===== config.mk =====
export PLATFORM = sky130hd
export DESIGN_NAME = mem_arbiter_flat
export DESIGN_NICKNAME = d
export VERILOG_FILES = /design/src/rtl/mem_arbiter_if.sv /design/src/rtl/mem_arbiter.sv /design/src/flat_wrapper.sv
export SDC_FILE = /design/constraint.sdc
export NUM_CORES = 1
export LEC_CHECK = 0
export BUFFER_PORTS_ARGS = -buffer_cell sky130_fd_sc_hd__buf_2
export CAP_MARGIN = 15
export CORE_ASPECT_RATIO = 2
export CORE_MARGIN = 4
export CORE_UTILIZATION = 55
export DETAILED_ROUTE_END_ITERATION = 16
export PLACE_DENSITY = 0.79
export REMOVE_ABC_BUFFERS = 1
export SLEW_MARGIN = 20
export SYNTH_ARGS = -nofsm -noshare
export SYNTH_HDL_FRONTEND = slang
export SYNTH_SLANG_ARGS = --single-unit

===== constraint.sdc =====
create_clock -name clk_in -period 6.13 [get_ports clk_in]
set_clock_uncertainty 0.05 [all_clocks]
set_input_delay 0.613 -clock clk_in [delete_from_list [all_inputs] [get_ports clk_in]]
set_output_delay 0.613 -clock clk_in [all_outputs]
set_load 0.03 [all_outputs]

===== src/rtl/mem_arbiter_if.sv =====
// Bus bundle between mem_arbiter, its IF/LSB requesters and the byte-wide RAM/IO port.
interface mem_arbiter_if;
  logic [7:0]  mem_din;
  logic [7:0]  mem_dout;
  logic [31:0] mem_a;
  logic        mem_wr;
  logic        io_buffer_full;
  logic        if_req;
  logic [31:0] if_addr;
  logic        mc_to_if_done;
  logic [31:0] mc_to_if_data;
  logic        lsb_req;
  logic        lsb_store;
  logic [1:0]  lsb_len;
  logic [31:0] lsb_addr;
  logic [31:0] lsb_data;
  logic        mc_to_lsb_valid;
  logic        mc_to_lsb_ld_done;
  logic        mc_to_lsb_st_done;
  logic [31:0] mc_to_lsb_result;

  // Arbiter side: owns the RAM port and the response pulses.
  modport master (
    input  mem_din, io_buffer_full, if_req, if_addr,
           lsb_req, lsb_store, lsb_len, lsb_addr, lsb_data,
    output mem_dout, mem_a, mem_wr, mc_to_if_done, mc_to_if_data,
           mc_to_lsb_valid, mc_to_lsb_ld_done, mc_to_lsb_st_done, mc_to_lsb_result
  );

  // Requester / memory side.
  modport slave (
    output mem_din, io_buffer_full, if_req, if_addr,
           lsb_req, lsb_store, lsb_len, lsb_addr, lsb_data,
    input  mem_dout, mem_a, mem_wr, mc_to_if_done, mc_to_if_data,
           mc_to_lsb_valid, mc_to_lsb_ld_done, mc_to_lsb_st_done, mc_to_lsb_result
  );
endinterface


===== src/rtl/mem_arbiter.sv =====
// Shares the byte-wide RAM/IO port between instruction fetch and the load/store
// buffer, splitting each multi-byte access into consecutive single-byte cycles.
module mem_arbiter #(
  parameter int unsigned IF_BYTES   = 4,
  parameter int unsigned IO_SEL_BIT = 17
) (
  input  logic          clk_in,
  input  logic          rst_n_in,
  input  logic          rdy_in,
  input  logic          clr_in,
  mem_arbiter_if.master bus
);

  typedef enum logic [1:0] {IDLE, IF_READ, LS_READ, LS_WRITE} state_t;

  state_t      state_q, state_d;
  logic [31:0] base_q, base_d;
  logic [2:0]  len_q, len_d;
  logic [2:0]  cnt_q, cnt_d;
  logic [31:0] wdata_q, wdata_d;
  logic [31:0] acc_q, acc_d;
  logic [31:0] mem_a_q, mem_a_d;
  logic [7:0]  mem_dout_q, mem_dout_d;
  logic        mem_wr_q, mem_wr_d;
  logic        if_done_q, if_done_d;
  logic [31:0] if_data_q, if_data_d;
  logic        valid_q, valid_d;
  logic        ld_done_q, ld_done_d;
  logic        st_done_q, st_done_d;
  logic [31:0] result_q, result_d;

  logic [2:0]  lsb_n;
  logic [31:0] cur_addr;
  logic [31:0] nxt_addr;
  logic [1:0]  rd_lane;
  logic [31:0] acc_upd;
  logic        resp_busy;

  function automatic logic is_io(input logic [31:0] a);
    return a[IO_SEL_BIT -: 2] == 2'b11;
  endfunction

  // Byte count of an LSB request; the illegal encoding 00 behaves as one byte.
  always_comb begin
    case (bus.lsb_len)
      2'b10:   lsb_n = 3'd2;
      2'b11:   lsb_n = 3'd4;
      default: lsb_n = 3'd1;
    endcase
  end

  assign cur_addr  = base_q + {29'd0, cnt_q};
  assign nxt_addr  = cur_addr + 32'd1;
  assign resp_busy = if_done_q | ld_done_q | st_done_q;
  // In the read states cnt counts edges since accept; the byte arriving now was
  // addressed two edges ago, so it lands in lane cnt-1.
  assign rd_lane   = cnt_q[1:0] - 2'd1;

  // Read accumulator with the byte currently on mem_din merged into its lane.
  always_comb begin
    acc_upd = acc_q;
    acc_upd[{rd_lane, 3'b000} +: 8] = bus.mem_din;
  end

  // Next-state, address sequencing and response generation.
  always_comb begin
    state_d    = state_q;
    base_d     = base_q;
    len_d      = len_q;
    cnt_d      = cnt_q;
    wdata_d    = wdata_q;
    acc_d      = acc_q;
    mem_a_d    = mem_a_q;
    mem_dout_d = '0;
    mem_wr_d   = 1'b0;
    if_done_d  = 1'b0;
    if_data_d  = if_data_q;
    valid_d    = 1'b0;
    ld_done_d  = 1'b0;
    st_done_d  = 1'b0;
    result_d   = result_q;
    case (state_q)
      IDLE: begin
        if (!clr_in && !resp_busy) begin
          if (bus.lsb_req) begin
            base_d  = bus.lsb_addr;
            len_d   = lsb_n;
            wdata_d = bus.lsb_data;
            acc_d   = '0;
            cnt_d   = '0;
            valid_d = 1'b1;
            if (bus.lsb_store) begin
              state_d = LS_WRITE;
              // Byte 0 goes out on the accept edge unless the IO buffer blocks it.
              if (is_io(bus.lsb_addr) && bus.io_buffer_full) begin
                mem_a_d = '0;
              end else begin
                mem_a_d    = bus.lsb_addr;
                mem_dout_d = bus.lsb_data[7:0];
                mem_wr_d   = 1'b1;
                cnt_d      = 3'd1;
              end
            end else begin
              state_d = LS_READ;
              mem_a_d = bus.lsb_addr;
            end
          end else if (bus.if_req) begin
            state_d = IF_READ;
            base_d  = bus.if_addr;
            len_d   = 3'(IF_BYTES);
            acc_d   = '0;
            cnt_d   = '0;
            mem_a_d = bus.if_addr;
          end
        end
      end
      IF_READ, LS_READ: begin
        if (clr_in) begin
          state_d = IDLE;
          mem_a_d = '0;
          acc_d   = '0;
          cnt_d   = '0;
        end else begin
          cnt_d   = cnt_q + 3'd1;
          mem_a_d = (cnt_d < len_q) ? nxt_addr : '0;
          if (cnt_q != 3'd0) acc_d = acc_upd;
          if (cnt_q == len_q) begin
            state_d = IDLE;
            cnt_d   = '0;
            if (state_q == IF_READ) begin
              if_done_d = 1'b1;
              if_data_d = acc_upd;
            end else begin
              ld_done_d = 1'b1;
              result_d  = acc_upd;
            end
          end
        end
      end
      LS_WRITE: begin
        if (cnt_q == len_q) begin
          state_d   = IDLE;
          mem_a_d   = '0;
          cnt_d     = '0;
          st_done_d = 1'b1;
        end else if (is_io(cur_addr) && bus.io_buffer_full) begin
          mem_a_d = '0;
        end else begin
          mem_a_d    = cur_addr;
          mem_dout_d = wdata_q[{cnt_q[1:0], 3'b000} +: 8];
          mem_wr_d   = 1'b1;
          cnt_d      = cnt_q + 3'd1;
        end
      end
      default: state_d = IDLE;
    endcase
  end

  // State and output registers; rdy_in low freezes everything.
  always_ff @(posedge clk_in or negedge rst_n_in) begin
    if (!rst_n_in) begin
      state_q    <= IDLE;
      base_q     <= '0;
      len_q      <= '0;
      cnt_q      <= '0;
      wdata_q    <= '0;
      acc_q      <= '0;
      mem_a_q    <= '0;
      mem_dout_q <= '0;
      mem_wr_q   <= 1'b0;
      if_done_q  <= 1'b0;
      if_data_q  <= '0;
      valid_q    <= 1'b0;
      ld_done_q  <= 1'b0;
      st_done_q  <= 1'b0;
      result_q   <= '0;
    end else if (rdy_in) begin
      state_q    <= state_d;
      base_q     <= base_d;
      len_q      <= len_d;
      cnt_q      <= cnt_d;
      wdata_q    <= wdata_d;
      acc_q      <= acc_d;
      mem_a_q    <= mem_a_d;
      mem_dout_q <= mem_dout_d;
      mem_wr_q   <= mem_wr_d;
      if_done_q  <= if_done_d;
      if_data_q  <= if_data_d;
      valid_q    <= valid_d;
      ld_done_q  <= ld_done_d;
      st_done_q  <= st_done_d;
      result_q   <= result_d;
    end
  end

  assign bus.mem_a             = mem_a_q;
  assign bus.mem_dout          = mem_dout_q;
  assign bus.mem_wr            = mem_wr_q;
  assign bus.mc_to_if_done     = if_done_q;
  assign bus.mc_to_if_data     = if_data_q;
  assign bus.mc_to_lsb_valid   = valid_q;
  assign bus.mc_to_lsb_ld_done = ld_done_q;
  assign bus.mc_to_lsb_st_done = st_done_q;
  assign bus.mc_to_lsb_result  = result_q;

endmodule


===== src/flat_wrapper.sv =====
// flat-port wrapper written by rule: the top's interface ports become plain ports
module mem_arbiter_flat 
#(
  parameter int unsigned IF_BYTES   = 4,
  parameter int unsigned IO_SEL_BIT = 17
)
  (clk_in, rst_n_in, rdy_in, clr_in, bus_mem_din, bus_io_buffer_full, bus_if_req, bus_if_addr, bus_lsb_req, bus_lsb_store, bus_lsb_len, bus_lsb_addr, bus_lsb_data, bus_mem_dout, bus_mem_a, bus_mem_wr, bus_mc_to_if_done, bus_mc_to_if_data, bus_mc_to_lsb_valid, bus_mc_to_lsb_ld_done, bus_mc_to_lsb_st_done, bus_mc_to_lsb_result);
  mem_arbiter_if bus_i ();
  input  logic clk_in;
  input  logic rst_n_in;
  input  logic rdy_in;
  input  logic clr_in;
  input wire logic [$bits(bus_i.mem_din)-1:0] bus_mem_din;
  input wire logic [$bits(bus_i.io_buffer_full)-1:0] bus_io_buffer_full;
  input wire logic [$bits(bus_i.if_req)-1:0] bus_if_req;
  input wire logic [$bits(bus_i.if_addr)-1:0] bus_if_addr;
  input wire logic [$bits(bus_i.lsb_req)-1:0] bus_lsb_req;
  input wire logic [$bits(bus_i.lsb_store)-1:0] bus_lsb_store;
  input wire logic [$bits(bus_i.lsb_len)-1:0] bus_lsb_len;
  input wire logic [$bits(bus_i.lsb_addr)-1:0] bus_lsb_addr;
  input wire logic [$bits(bus_i.lsb_data)-1:0] bus_lsb_data;
  output wire logic [$bits(bus_i.mem_dout)-1:0] bus_mem_dout;
  output wire logic [$bits(bus_i.mem_a)-1:0] bus_mem_a;
  output wire logic [$bits(bus_i.mem_wr)-1:0] bus_mem_wr;
  output wire logic [$bits(bus_i.mc_to_if_done)-1:0] bus_mc_to_if_done;
  output wire logic [$bits(bus_i.mc_to_if_data)-1:0] bus_mc_to_if_data;
  output wire logic [$bits(bus_i.mc_to_lsb_valid)-1:0] bus_mc_to_lsb_valid;
  output wire logic [$bits(bus_i.mc_to_lsb_ld_done)-1:0] bus_mc_to_lsb_ld_done;
  output wire logic [$bits(bus_i.mc_to_lsb_st_done)-1:0] bus_mc_to_lsb_st_done;
  output wire logic [$bits(bus_i.mc_to_lsb_result)-1:0] bus_mc_to_lsb_result;
  assign bus_i.mem_din = bus_mem_din;
  assign bus_i.io_buffer_full = bus_io_buffer_full;
  assign bus_i.if_req = bus_if_req;
  assign bus_i.if_addr = bus_if_addr;
  assign bus_i.lsb_req = bus_lsb_req;
  assign bus_i.lsb_store = bus_lsb_store;
  assign bus_i.lsb_len = bus_lsb_len;
  assign bus_i.lsb_addr = bus_lsb_addr;
  assign bus_i.lsb_data = bus_lsb_data;
  assign bus_mem_dout = bus_i.mem_dout;
  assign bus_mem_a = bus_i.mem_a;
  assign bus_mem_wr = bus_i.mem_wr;
  assign bus_mc_to_if_done = bus_i.mc_to_if_done;
  assign bus_mc_to_if_data = bus_i.mc_to_if_data;
  assign bus_mc_to_lsb_valid = bus_i.mc_to_lsb_valid;
  assign bus_mc_to_lsb_ld_done = bus_i.mc_to_lsb_ld_done;
  assign bus_mc_to_lsb_st_done = bus_i.mc_to_lsb_st_done;
  assign bus_mc_to_lsb_result = bus_i.mc_to_lsb_result;
  mem_arbiter #(.IF_BYTES(IF_BYTES), .IO_SEL_BIT(IO_SEL_BIT)) u_core (.clk_in(clk_in), .rst_n_in(rst_n_in), .rdy_in(rdy_in), .clr_in(clr_in), .bus(bus_i));
endmodule

After elaboration in Yosys (flattened, before gate mapping) --
Cells that the tools add are included.
Storage, ports and cells: input bits 114, word-level logic and storage cells 122, output and inout port bits 109, register bits after elaboration 213
Operators by class: equal/unequal tests 12, shifts and indexed selects 3, order comparisons 1, reductions and logical operators 17, $add $sub $neg 5, mux-type cells 65, bitwise gates (word level) 4
Operators by type and width (count):
- $mux 32 | 15
- $pmux 32 s3 | 1
- $pmux 32 s2 | 1
- $mux 8 | 6
- $add 32x1->32 const B | 1
- $add 32x3->32 | 1
- $bwmux 32 | 1
- $shift 8x7->32 const A | 1
- $shiftx 32x6->8 | 1
- $shiftx 8x7->32 | 1
- $mux 3 | 10
- $mux 1 | 21
- $pmux 8 s2 | 1
- $reduce_and 5->1 | 3
- $eq 2x2->1 const B | 6
- $reduce_and 4->1 | 3
- $mux 2 | 5
- $pmux 3 s3 | 1
- $neg 5->7 | 1
- $ne 3x2->1 const B | 2
- $pmux 2 s3 | 1
- $pmux 3 s2 | 1
- $reduce_bool 2->1 | 2
- $add 3x1->3 const B | 1
- 15 further kinds | 20

Logic depth before layout (Yosys ltp) --
depth after elaboration 7, depth in mapped cells 14, mapped depth without buffers 13

Worst setup path after synthesis --
Ideal clock, no wire load.
path kind reg-to-reg, from register u_core.cnt_q[1], to register u_core.mem_a_q[29], in the netlist u_core.bus.mem_a[29], arrival time 3.523 ns, stages on the path, launching flop included 13, data required time 5.954 ns, clock period less this slack 3.699 ns, library setup time 0.126 ns, buffers on the path 1, setup slack 2.431 ns, path through dfrtp_1 clkbuf_1 inv_1 fa_1 nor2b_1 o2111ai_2 or3_4 a22oi_4 nor4b_4 and4bb_4 nand3_1 xnor2_1 a221o_1
Between the ends: cells in the longest elaborated chain, start to end 6, elaborated cells between the ends (all ways) 12, those cells by class add/sub (3); order compare (1); eq/ne (2); mux (5); reduce/logical (1)
RTL lines:
- start, declared | line mem_arbiter.sv:19 | logic [2:0] cnt_q, cnt_d;
- start signal, assigned | line mem_arbiter.sv:181 | cnt_q <= cnt_d;
- branches (longest 5 deep; another with $add 32x3->32)
- $pmux 32 s3 (*) | line mem_arbiter.sv:82 | case (state_q)
- end signal, assigned | line mem_arbiter.sv:184 | mem_a_q <= mem_a_d;
- end, declared | line mem_arbiter.sv:22 | logic [31:0] mem_a_q, mem_a_d;
Mark *: on every way between the ends. A chain may end at the register's enable or synchronous reset.

Worst setup path in the final report --
from register u_core.cnt_q[0], to register u_core.mem_a_q[29], in the netlist u_core.bus.mem_a[29]
Same word-level chain as after synthesis.

==> metrics <==
status=finished clean; placed cell count=1637; mean number of vias per cell=6.09; Max Cap Violations=0; TritonCTS Sinks=213; Worst setup EP type=register; gp weighted congestion=0.931; row count=74; min Tclk post-route=4.58 ns; Clk pin slew, worst setup/hold paths=0.07 ns; top_reg_cell synth=dfrtp_1; # H-tree levels=1; Final ANT Viol Nets=0; total wire length=34.1 mm; vias in the first global route=10700; GR Overflow Total=0; kind of critical path=reg -> reg; PostCTS Resize Cnt=0; worst slew pin tran=1.12 ns; utilization after layout=0.653; Synth async-reset ratio=1.00; largest net degree at the start of global routing=103; port bufs=222; Hold Vio Cnt, Final=0; Power Density=488 mW/mm²; TritonRoute pass-1 iters=5; WP data required=6.47 ns; sequential fraction of the synthesis area=0.461; CP Max Fanout=18; core outline area=0.0206 mm²; Final Setup Violations=0; nets=1523; critical path launch point type=register; R2R setup slack=1.55 ns; leakage power=6.11 nW; detailed placement HPWL=25.2 mm; cts hold-fix bufs=0; post-synthesis register bit count=213; number of DRC markers in iteration 0=570; Starting Density=0.563; post-synth cell types=82; PnR worst setup slack=1.55 ns; routed vias=10200; Netlist Area Pre-Place=0.0116 mm²; share of layout cells above drive strength 1=0.239; Final Cycle Share=0.747; GRT Resource Usage Total=0.290; root buf cell=clkbuf_16; CTS buffer count=19; R2R depth=12; maximum vdd ir drop=0.309 mV; Clock Path Buffers=3; max-slew violation count=0; Synth Instances=1221; CTS tree=built; initial antenna violation count=2; IO Count=223; routed length per instance=20.4 µm; Post-synth EDFFs=0; first-pass GRT wire length=55.2 mm; Finished Layout Cells=1671; RSZ-0062 raised after global routing=false; Worst-Skew Late Latency=0.51 ns; Worst Path Arrival=4.92 ns; die height=213 µm; die area=0.0236 mm²; Post-Syn Area per Cell=9.47 µm²; f_max=0.218 GHz; pre-CTS setup slack=1.57 ns; Post-CTS Setup Repair Bufs=0; worst min path class=in -> async; setup TNS=0 ns; Die Wd=111 µm; Area Overhead vs Synth=16.1%; DRC Markers=0; Max-slew headroom=0.250; synth warn=0
-- cell type report --
class | instances | area, µm²
diodes | 2 | 5.00
clock buffers | 27 | 546
clock inverters | 5 | 56.3
fillers | 1785 | 7130
inverters | 32 | 120
multi-input cells | 890 | 5810
flip-flops and latches | 213 | 5330
well taps | 266 | 333
repair buffers | 236 | 1220
-- worst max-delay path, cell delays in order, from the launching register on --
cell and delay (ns):
dfrtp_1 0.89, ha_1 0.35, inv_1 0.08, fa_1 0.43
nor2b_1 0.34, o2111ai_2 0.27, or3_4 0.42, a22oi_4 0.21
nor4b_4 0.45, and4bb_4 0.42, nand3_1 0.12, xnor2_1 0.14
a221o_1 0.29
-- worst paths after layout --
kind,from,endpoint
worst min register to register,u_core.bus.mc_to_lsb_result[24]$_DFFE_PN0P_,u_core.bus.mc_to_lsb_result[24]$_DFFE_PN0P_
worst min-delay path,rst_n_in,u_core.base_q[7]$_DFFE_PN0P_
max in group asynchronous,rst_n_in,u_core.bus.mc_to_if_data[27]$_DFFE_PN0P_
worst max-delay path,u_core.cnt_q[0]$_DFFE_PN0P_,u_core.bus.mem_a[29]$_DFFE_PN0P_
min in group clk_in,bus_lsb_len[0],u_core.len_q[1]$_DFFE_PN0P_
worst max register to register,u_core.cnt_q[0]$_DFFE_PN0P_,u_core.bus.mem_a[29]$_DFFE_PN0P_
-- per-stage QoR --
step / total power [mW] / instance area, µm² / hold slack [ns]
CTS: 6.57 / 13400 / 0.162
detailed placement: 5.37 / 12800 / 0.413
finish: 6.55 / 13400 / 0.142
global route: 6.97 / 13400 / 0.206
floorplan: 4.35 / 11200 / 0.267
global placement: 5.29 / 12800 / 0.405
-- routing by layer --
metal | wire (µm) | track usage
met5 | 0 | 0
met4 | 2050 | 0.168
met3 | 1590 | 0.0360
met2 | 18400 | 0.542
met1 | 12100 | 0.312
-- registers in the layout (all words and copies together), names as in the netlist --
register / flops
u_core.bus.mem_wr: 1
u_core.bus.mc_to_lsb_result: 32
u_core.acc_q: 32
u_core.len_q: 3
u_core.base_q: 32
u_core.state_q: 2
u_core.bus.mc_to_if_data: 32
u_core.bus.mc_to_lsb_st_done: 1
u_core.bus.mc_to_lsb_valid: 1
u_core.cnt_q: 3
u_core.bus.mc_to_lsb_ld_done: 1
u_core.bus.mem_a: 32
u_core.bus.mc_to_if_done: 1
u_core.bus.mem_dout: 8
u_core.wdata_q: 32
-- power breakdown --
part	internal (mW)	total [mW]	switching, mW
registers	1.89	2.34	0.448
logic	1.05	3.01	1.97
clock network	0.663	1.19	0.531
-- synth_stat cells, types with 6 or more instances --
library cell / n / area (µm²)
nor2b_1: 51 / 319
nor3_1: 16 / 80.1
o31ai_1: 15 / 113
nor4_1: 6 / 37.5
o21ai_0: 109 / 546
a21oi_1: 124 / 621
ha_1: 16 / 200
and2_1: 6 / 37.5
inv_1: 30 / 113
mux4_2: 8 / 180
a22o_1: 33 / 289
dfrtp_1: 213 / 5330
xnor2_1: 26 / 228
clkbuf_1: 67 / 251
mux2_2: 33 / 372
buf_1: 13 / 48.8
nand3_1: 27 / 135
a221oi_1: 20 / 175
nor2_1: 65 / 244
or3_1: 11 / 68.8
a21boi_0: 9 / 67.6
nand2b_1: 8 / 50.1
nand2_1: 134 / 503
xor2_1: 17 / 149
a22oi_1: 8 / 60.1
o22ai_1: 11 / 68.8
nand4_1: 19 / 119
and3_1: 9 / 56.3
mux2i_1: 14 / 140
a211oi_1: 14 / 105
-- layout by cell type, fill, tap and decap left out, drive strengths merged, types with 28 or more instances in the layout --
master  netlist  layout
nand2       134     134
nor2         65      65
inv          31      32
a22o         33      33
mux2         33      33
buf          19     235
nor2b        51      51
o21ai       109     109
clkbuf       67      28
a21oi       125     125
dfrtp       213     213
-- cell families after synthesis --
kind of cell / synth area share
compound gates: 0.207
mux: 0.0598
simple gates: 0.179
fa+ha+maj: 0.0190
flops: 0.461
buf+inv: 0.0397
xor+xnor: 0.0340
Note: power is estimated with default switching activity, not from simulation.
